## src/rtl/des_trigger_detect.sv

```systemverilog
// Watches the DES plaintext stream for a four-word arming sequence and, once it
// completes, raises Tj_Trig for HOLD_CYCLES cycles from a dedicated flop.
module des_trigger_detect #(
    parameter logic [63:0] SEQ0        = 64'h0123456789ABCDEF,
    parameter logic [63:0] SEQ1        = 64'hFEDCBA9876543210,
    parameter logic [63:0] SEQ2        = 64'hA5A5A5A55A5A5A5A,
    parameter logic [63:0] SEQ3        = 64'h0000000000000001,
    parameter int unsigned HOLD_CYCLES = 8,
    parameter int unsigned MAX_GAP     = 1000
) (
    input  logic        clk,
    input  logic        rst,
    input  logic [63:0] data_in,
    input  logic        data_valid,
    output logic        Tj_Trig,
    output logic [7:0]  trig_count,
    output logic [2:0]  state_dbg
);

    typedef enum logic [2:0] {
        IDLE = 3'd0,
        M1   = 3'd1,
        M2   = 3'd2,
        M3   = 3'd3,
        FIRE = 3'd4
    } state_t;

    localparam logic [3:0][63:0] SEQ       = {SEQ3, SEQ2, SEQ1, SEQ0};
    localparam logic [7:0]       HOLD_LAST = 8'(HOLD_CYCLES - 1);
    localparam logic [15:0]      GAP_LIM   = 16'(MAX_GAP);
    localparam bit               GAP_EN    = (MAX_GAP != 0);

    state_t      state_q, state_d;
    logic [15:0] gap_q, gap_d;
    logic [7:0]  hold_q, hold_d;
    logic        trig_q, trig_d;
    logic [7:0]  cnt_q, cnt_d;

    logic [3:0]  hit;
    logic        exp_hit;
    logic        timeout;

    genvar k;
    generate
        for (k = 0; k < 4; k++) begin : g_cmp
            assign hit[k] = (data_in == SEQ[k]);
        end
    endgenerate

    // IDLE..M3 encode the number of words matched, so the low bits pick the next word.
    assign exp_hit = hit[state_q[1:0]];
    assign timeout = GAP_EN && (gap_q == GAP_LIM);

    always_comb begin
        state_d = state_q;
        gap_d   = gap_q;
        hold_d  = hold_q;
        trig_d  = trig_q;
        cnt_d   = cnt_q;
        case (state_q)
            IDLE: begin
                gap_d  = 16'd0;
                hold_d = 8'd0;
                trig_d = 1'b0;
                if (data_valid && hit[0]) state_d = M1;
            end
            M1, M2, M3: begin
                // An expired gap wins over whatever word is sampled on the same edge.
                if (timeout) begin
                    state_d = IDLE;
                    gap_d   = 16'd0;
                end else if (data_valid) begin
                    gap_d = 16'd0;
                    if (exp_hit) begin
                        if (state_q == M3) begin
                            state_d = FIRE;
                            trig_d  = 1'b1;
                            hold_d  = 8'd0;
                            cnt_d   = (cnt_q == 8'hFF) ? cnt_q : cnt_q + 8'd1;
                        end else begin
                            state_d = state_t'(state_q + 3'd1);
                        end
                    end else begin
                        state_d = hit[0] ? M1 : IDLE;
                    end
                end else begin
                    gap_d = (gap_q == 16'hFFFF) ? gap_q : gap_q + 16'd1;
                end
            end
            FIRE: begin
                gap_d = 16'd0;
                if (hold_q == HOLD_LAST) begin
                    state_d = IDLE;
                    trig_d  = 1'b0;
                    hold_d  = 8'd0;
                end else begin
                    hold_d = hold_q + 8'd1;
                end
            end
            default: begin
                state_d = IDLE;
                gap_d   = 16'd0;
                hold_d  = 8'd0;
                trig_d  = 1'b0;
            end
        endcase
    end

    always_ff @(posedge clk or negedge rst) begin
        if (!rst) begin
            state_q <= IDLE;
            gap_q   <= 16'd0;
            hold_q  <= 8'd0;
            trig_q  <= 1'b0;
            cnt_q   <= 8'd0;
        end else begin
            state_q <= state_d;
            gap_q   <= gap_d;
            hold_q  <= hold_d;
            trig_q  <= trig_d;
            cnt_q   <= cnt_d;
        end
    end

    assign Tj_Trig    = trig_q;
    assign trig_count = cnt_q;
    assign state_dbg  = state_q;

endmodule

```

## config.mk

```make
export PLATFORM = sky130hd
export DESIGN_NAME = des_trigger_detect
export DESIGN_NICKNAME = d
export VERILOG_FILES = /design/src/rtl/des_trigger_detect.sv
export SDC_FILE = /design/constraint.sdc
export NUM_CORES = 1
export LEC_CHECK = 0
export ABC_AREA = 1
export BUFFER_PORTS_ARGS = -buffer_cell sky130_fd_sc_hd__buf_4
export CAP_MARGIN = 30
export CORE_MARGIN = 2
export CORE_UTILIZATION = 40
export DETAILED_ROUTE_END_ITERATION = 8
export PLACE_DENSITY = 0.77
export SLEW_MARGIN = 20
export SYNTH_ARGS = -nofsm -noshare
export SYNTH_HDL_FRONTEND = slang
export SYNTH_SLANG_ARGS = --single-unit
```

## constraint.sdc

```tcl
create_clock -name clk -period 1.8 [get_ports clk]
set_clock_uncertainty 0.05 [all_clocks]
set_input_delay 0.18 -clock clk [delete_from_list [all_inputs] [get_ports clk]]
set_output_delay 0.18 -clock clk [all_outputs]
set_load 0.02 [all_outputs]
```

==> summary.md, run 1 <==
| Metric | Value |
|---|---|
| Outcome | `finished with violations` |
| Failing checks | `setup timing` |
| Dpl cells | `703` |
| MaxCap Viol Count | `0` |
| Area of the mapped netlist | `roughly 0.0031 mm^2` |
| CTS Root Cell | `clkbuf_8` |
| Layout cell share with drive strength beyond 1 | `0.3414` |
| TritonCTS Buffers | `5` |
| Power density cells | `about 360 mW/mm^2` |
| Top post-synthesis cells by area | `dfrtp_1, nand2_1, nor2_1` |
| Worst hold margin | `around 0.058 ns` |
| Vias post-DR | `about 3500` |
| Number of synthesized register bits | `36` |
| Buffers on Ports | `78` |
| HPWL Detailed | `slightly above 7000 um` |
| Synthesized area per cell | `~6.4 um^2` |
| H-tree depth | `2` |
| Wirelength, routed | `between 9000 and 10000 um` |
| RSZ-0062 raised after global routing | `yes` |
| Hold crit path type | `in2reg` |
| Total power | `1596 uW` |
| Total GRT Usage | `0.2078` |
| Place WS | `-0.05152 ns` |
| Prevailing post-synth register cell | `dfrtp_1` |
| Clk slew on worst S/H paths | `roughly 0.07 ns` |
| Yosys top cell by area | `dfrtp_1` |
| Final Max Tran Viols | `0` |
| Critical Path Slowest Stage Cell | `dfrtp_1` |
| Crit path launch type | `flip-flop` |
| CTS tree | `built` |
| Post-DR vias/cell | `4.856` |
| Top-count cell post-synth | `nand2_1` |
| CTS sink count | `36` |
| Max VDD drop | `0.2260 mV` |
| Setup CP Type | `reg2reg` |
| Clock latency on the worst-skew pair | `0.29 ns` |
| GRT Residual Overflow | `0` |
| R2r setup slk | `-0.11 ns` |
| Rows | `32` |
| Ports | `79` |
| Vias in the first global route | `3322` |
| Tcrit/Tclk final | `1.062` |
| Wire per inst | `roughly 13 um` |
| CP max stage delay | `0.40 ns` |
| Nets | `~690` |
| Antenna violations before repair | `0` |
| Chip Width | `approximately 90 um` |
| Clock Tree Buf Depth | `2` |
| Top cell by count, worst path | `nand2_1` |
| Final Hold Viols | `0` |
| Fmax | `~520 MHz` |
| DRT Pass-1 Iters | `5` |
| Least-Margin Pin Slew | `0.4745 ns` |
| Placement Cell Area | `between 0.004 and 0.005 mm^2` |
| Fin cells | `just over 700` |
| Most instantiated cells after synthesis | `nand2_1, nor2_1, inv_1` |
| P_leak | `about 0.0021 uW` |
| Drt drc | `0` |
| Routed Antenna Nets | `0` |
| CP Cell Sequence | `inv_2, ha_4, nand2_2, nor2_4, buf_4, nand3_2, nand2_1, nor3_2, nand4_2, buf_6, nand2_1, o21ai_2` |
| RD Place Congestion | `about 0.90` |
| Post-Synthesis Net Count | `566` |
| Critical Path Sink Type | `flip-flop` |
| Cell variety after synth | `36` |
| Post-synth top area share | `0.2883` |
| Post-synth EDFFs | `0` |
| Area grow syn2layout | `43.73%` |
| Critical path arrival | `2.04 ns` |
| Final worst setup slack | `-0.1110 ns` |
| Initial DRC count | `181` |
| Max-slew headroom | `0.6837` |
| Largest net degree at the start of global routing | `37` |
| Synth warnings | `0` |
| Core area | `~0.0076 mm^2` |
| Crit path max fanout | `4` |
| Sequential share of the synthesized area | `0.2883` |
| Async SR Flop Fraction | `1.000` |
| Die ar. | `roughly 0.0085 mm^2` |
| Antenna cells | `0` |
| Min Clock Period, post-route | `about 1.9 ns` |
| Cell count after synthesis | `just under 500` |
| Setup Viol. Count Final | `28` |
| Initial Util | `0.4085` |
| Design area | `roughly 0.0045 mm^2` |
| Chip height | `roughly 92 um` |
| First-pass GRT wire length | `14480 um` |
| WP data required | `just under 2 ns` |
| Fill cells | `approximately 700` |
[power breakdown]
part	leakage [uW]	total [uW]	switching [uW]	internal, uW
Clock	0.0000410	543	280	263
Combinational	0.00161	245	120	125
Sequential	0.000500	809	0	809
[cell usage in the layout (no fill, tap or decap), types with 2 or more instances in the layout]
cell / instances
nand2_1: 124
buf_4: 118
nor2_1: 95
inv_1: 63
dfrtp_1: 34
nand3_1: 24
nand4_1: 13
nor3_1: 13
inv_2: 10
nand3_2: 9
nor2_2: 8
o21ai_2: 7
nor3_2: 7
nor2_4: 6
nand2_2: 6
xor2_1: 6
ha_1: 6
nand3_4: 5
o21ai_1: 5
a21oi_1: 5
xnor2_1: 5
clkbuf_8: 5
nand2_4: 4
a31oi_1: 4
buf_6: 4
a21oi_2: 3
o21a_1: 3
nor4_2: 2
nor3b_1: 2
a211oi_2: 2
ha_4: 2
dfrtp_2: 2
[repair_timing]
item / 4_1_cts / 5_1_grt
cloned: 0 / 1
setup buffers: 1 / 7
hold buffers: 1 / 0
hold endpoints to repair: 36 / 0
pin swaps: 1 / 24
gates resized for setup: 7 / 58
endpoints found under the setup margin: 9 / 36
[per-stage QoR]
stage | util | setup TNS [ns]
2_1_floorplan | - | 0
3_3_place_gp | 0.5342 | -0.008884
3_5_place_dp | 0.5342 | -0.1211
4_1_cts | 0.5507 | -0.002428
6_report | 0.5872 | -1.937
5_1_grt | 0.5872 | -5.266
[routing by layer]
layer | share of wire | vias to the layer above | routed length [um] | track usage
li1 | - | 1814 | - | -
met1 | 0.44 | 1583 | 4087 | 0.2758
met2 | 0.50 | 84 | 4606 | 0.3546
met3 | 0.040 | 15 | 366 | 0.02929
met4 | 0.014 | 0 | 125 | 0.05597
met5 | 0 | - | 0 | 0
[cell type report]
| cell class | count | area [um^2] | share of cell area |
|---|---|---|---|
| Clock inverter | 1 | 5.005 | 0.001115 |
| Clock buffer | 6 | 72.57 | 0.01616 |
| Tap cell | 102 | 127.6 | 0.02842 |
| Multi-Input combinational cell | 378 | 2160 | 0.4809 |
| Sequential cell | 36 | 903.4 | 0.2012 |
| Timing Repair Buffer | 123 | 940.9 | 0.2095 |
| Inverter | 74 | 281.5 | 0.06269 |
[registers in the layout, indices dropped and copies added (netlist names)]
signal      count
trig_count      8
hold_q          8
gap_q          16
Tj_Trig         1
state_dbg       3
[cell families after synthesis]
logic type | count (synthesis) | synth area share
AO/OA/AOI/OAI | 35 | 0.07249
XOR/XNOR | 11 | 0.03084
adder cells (fa/ha/maj) | 9 | 0.03604
buffers and inverters | 77 | 0.09852
flip-flops | 36 | 0.2883
AND/OR/NAND/NOR | 322 | 0.4738
[worst paths after layout]
kind,startpoint,end,depth (start not counted)
max in group asynchronous,rst,state_dbg[0],2
min in group asynchronous,rst,gap_q[13],2
hold / removal,data_valid,gap_q[13],2
hold reg to reg,gap_q[15],gap_q[15],1
setup reg to reg,gap_q[0],trig_count[6],12
setup / recovery,gap_q[0],trig_count[6],12
[critical path, delay by kind of cell, from the launching register on]
family          cells  cell delay (ns)
buf+inv             3             0.38
flops               1             0.40
fa+ha+maj           1             0.16
compound gates      1             0.06
simple gates        7             0.72
Note: power is estimated with default switching activity, not from simulation.
==> run 2: changes to the inputs <==
Settings changed: CORE_UTILIZATION 40 to 49, PLACE_DENSITY 0.77 to 0.89.
==> summary.md, run 2 (synthesis gave the netlist of run 1 again) <==
| Metric | Value |
|---|---|
| TritonCTS Buffers | `5 (unchanged)` |
| RD Place Congestion | `0.9248 (+2.2%)` |
| Max FFs per register | `16 (unchanged)` |
| RSZ-0062 raised after global routing | `yes` |
| Clk slew on worst S/H paths | `0.08 ns (about the same)` |
| CTS sink count | `36 (unchanged)` |
| H-tree depth | `2 (unchanged)` |
| Fmax | `493.6 MHz (-5.7%)` |
| Max VDD drop | `0.5083 mV (+120%)` |
| Dpl cells | `669 (-4.8%)` |
| Vias in the first global route | `3492 (+5.1%)` |
| First-pass GRT wire length | `14900 um (+2.9%)` |
| Register area | `904.6 um^2 (+0.14%)` |
| Routed Antenna Nets | `0 (unchanged)` |
| Power density cells | `453.2 mW/mm^2 (+27%)` |
| MaxCap Viol Count | `0 (unchanged)` |
| Clock Tree Buf Depth | `2 (unchanged)` |
| Total GRT Usage | `0.2579 (+0.05013)` |
| Clock latency on the worst-skew pair | `0.31 ns (+0.02 ns)` |
| WP data required | `1.94 ns (about the same)` |
| Final Max Tran Viols | `0 (unchanged)` |
| Critical Path Sink Type | `flip-flop` |
| Wirelength, routed | `10660 um (+16%)` |
| Total power | `2076 uW (+30%)` |
| CTS Root Cell | `clkbuf_8` |
| Fin cells | `693 (-3.8%)` |
| Critical Path Slowest Stage Cell | `dfrtp_2` |
| Failing checks | `setup timing` |
| Ports | `79 (unchanged)` |
| CP max stage delay | `0.44 ns (+0.04 ns)` |
| Antenna violations before repair | `0 (unchanged)` |
| Antenna cells | `0 (unchanged)` |
| Final worst setup slack | `-0.2259 ns (-0.1149 ns)` |
| CTS tree | `built` |
| Buffers on Ports | `78 (unchanged)` |
| Nets | `691 (-0.43%)` |
| Core area | `0.006241 mm^2 (-18%)` |
| Largest Register | `gap_q` |
| Drt drc | `0 (unchanged)` |
| Rows | `29 (-9.4%)` |
| Area grow syn2layout | `46.62%` |
| Outcome | `finished with violations` |
| Fin util | `0.7340 (+0.1468)` |
| Setup Viol. Count Final | `35 (+25%)` |
| Layout cell share with drive strength beyond 1 | `0.3523 (+0.01085)` |
| Tcrit/Tclk final | `1.125 (+0.06385)` |
| HPWL Detailed | `7001 um (-0.53%)` |
| Die ar. | `0.007031 mm^2 (-18%)` |
| Chip Width | `83.85 um (-9.2%)` |
| Setup CP Type | `reg2reg` |
| Wire per inst | `15.39 um (+21%)` |
| Initial Util | `0.5006 (+0.09206)` |
| Crit path launch type | `flip-flop` |
| Post-DR vias/cell | `5.486 (+13%)` |
| Crit path max fanout | `15 (+11)` |
| Hold crit path type | `in2reg` |
| GRT Residual Overflow | `0 (unchanged)` |
| Commonest cells after routing, fill and taps aside | `nand2_1, buf_4, nor2_1, inv_1, dfrtp_1` |
| Least-Margin Pin Slew | `0.4769 ns (+0.002446 ns)` |
| Area occupied by multi-input gates | `0.002193 mm^2 (+1.6%)` |
| P_leak | `0.002173 uW (+1.2%)` |
| Max-slew headroom | `0.6820 (-0.001630)` |
| Largest net degree at the start of global routing | `37 (unchanged)` |
| Chip height | `83.85 um (-9.2%)` |
| Most common cell after layout, fill and taps aside | `nand2_1` |
| CP Cell Sequence | `inv_2, ha_4, nand2_4, nor2_4, nand4_1, nor4_2, nor2_1, nand3_4, nand2_8, nand2_1, o21ai_1` |
| DRT Pass-1 Iters | `7 (+2)` |
| Final Hold Viols | `0 (unchanged)` |
| Fill cells | `431 (-38%)` |
| Critical path arrival | `2.17 ns (+0.13 ns)` |
| Initial DRC count | `427 (+140%)` |
| Vias post-DR | `3802 (+8.8%)` |
| Min Clock Period, post-route | `2.026 ns (+0.1149 ns)` |
run 2: changes by cell type in the layout (fill, tap and decap cells not counted), moves of 4 or more:
| cell | previous run | this run |
|---|---|---|
| buf_4 | 118 | 112 |
| buf_6 | 4 | 8 |
| ha_1 | 6 | 2 |
| nand2_1 | 124 | 119 |
| nand3_2 | 9 | 5 |
run 2: where the power goes:
group	internal (uW)	leakage [uW]	switching [uW]
clock	693	0.0000784	322
combinational	125	0.00160	127
sequential	808	0.000498	0
total	1630	0.00217	449
run 2: worst paths after layout:
check | endpoint | slack, ns | depth (start not counted) | from
worst max-delay path | hold_q[3] | -0.23 | 11 | gap_q[0]
worst min-delay path | gap_q[13] | 0.09 | 2 | data_valid
worst max register to register | hold_q[3] | -0.23 | 11 | gap_q[0]
worst min register to register | gap_q[15] | 0.43 | 1 | gap_q[15]
max in group asynchronous | gap_q[0] | 1.02 | 2 | rst
min in group asynchronous | hold_q[4] | 0.31 | 2 | rst
run 2: worst max-delay path: cells and delay by family, from the launching register on:
kind | cells | cell delay [ns]
simple gates | 8 | 1.06
flops | 1 | 0.44
fa+ha+maj | 1 | 0.16
buf+inv | 1 | 0.12
compound gates | 1 | 0.08
run 2: final cells by class:
type | count | area share
Timing Repair Buffer | 121 | 0.2054
Clock buffer | 5 | 0.01502
Clock inverter | 3 | 0.01967
Sequential cell | 36 | 0.1975
Tap cell | 77 | 0.02103
Inverter | 74 | 0.06255
Multi-Input combinational cell | 377 | 0.4788
run 2: repair_timing:
action,CTS,global route
hold buffers,1,0
buffers inserted,2,14
resized for setup,1,82
setup endpoints to repair,8,35
endpoints found under the hold margin,36,0
gates cloned,0,0
pin swaps,0,25
run 2: routing by layer:
layer  GRT usage  routed length (um)
met5           0                   0
met4      0.1100                 440
met3     0.05440                 651
met2      0.4487                5426
met1      0.3069                4144
run 2: per-stage QoR:
| step | area [um^2] | hold WS [ns] | setup slack [ns] | setup TNS, ns |
|---|---|---|---|---|
| finish | 4581 | 0.09132 | -0.2259 | -3.991 |
| CTS | 4179 | 0.06173 | -0.04566 | -0.09572 |
| detailed placement | 3986 | 0.1140 | -0.02484 | -0.04338 |
| global route | 4581 | 0.1017 | -0.2484 | -6.375 |
| floorplan | 3136 | -0.1656 | 0.001638 | 0 |
| global placement | 3986 | 0.1085 | 0.04853 | 0 |
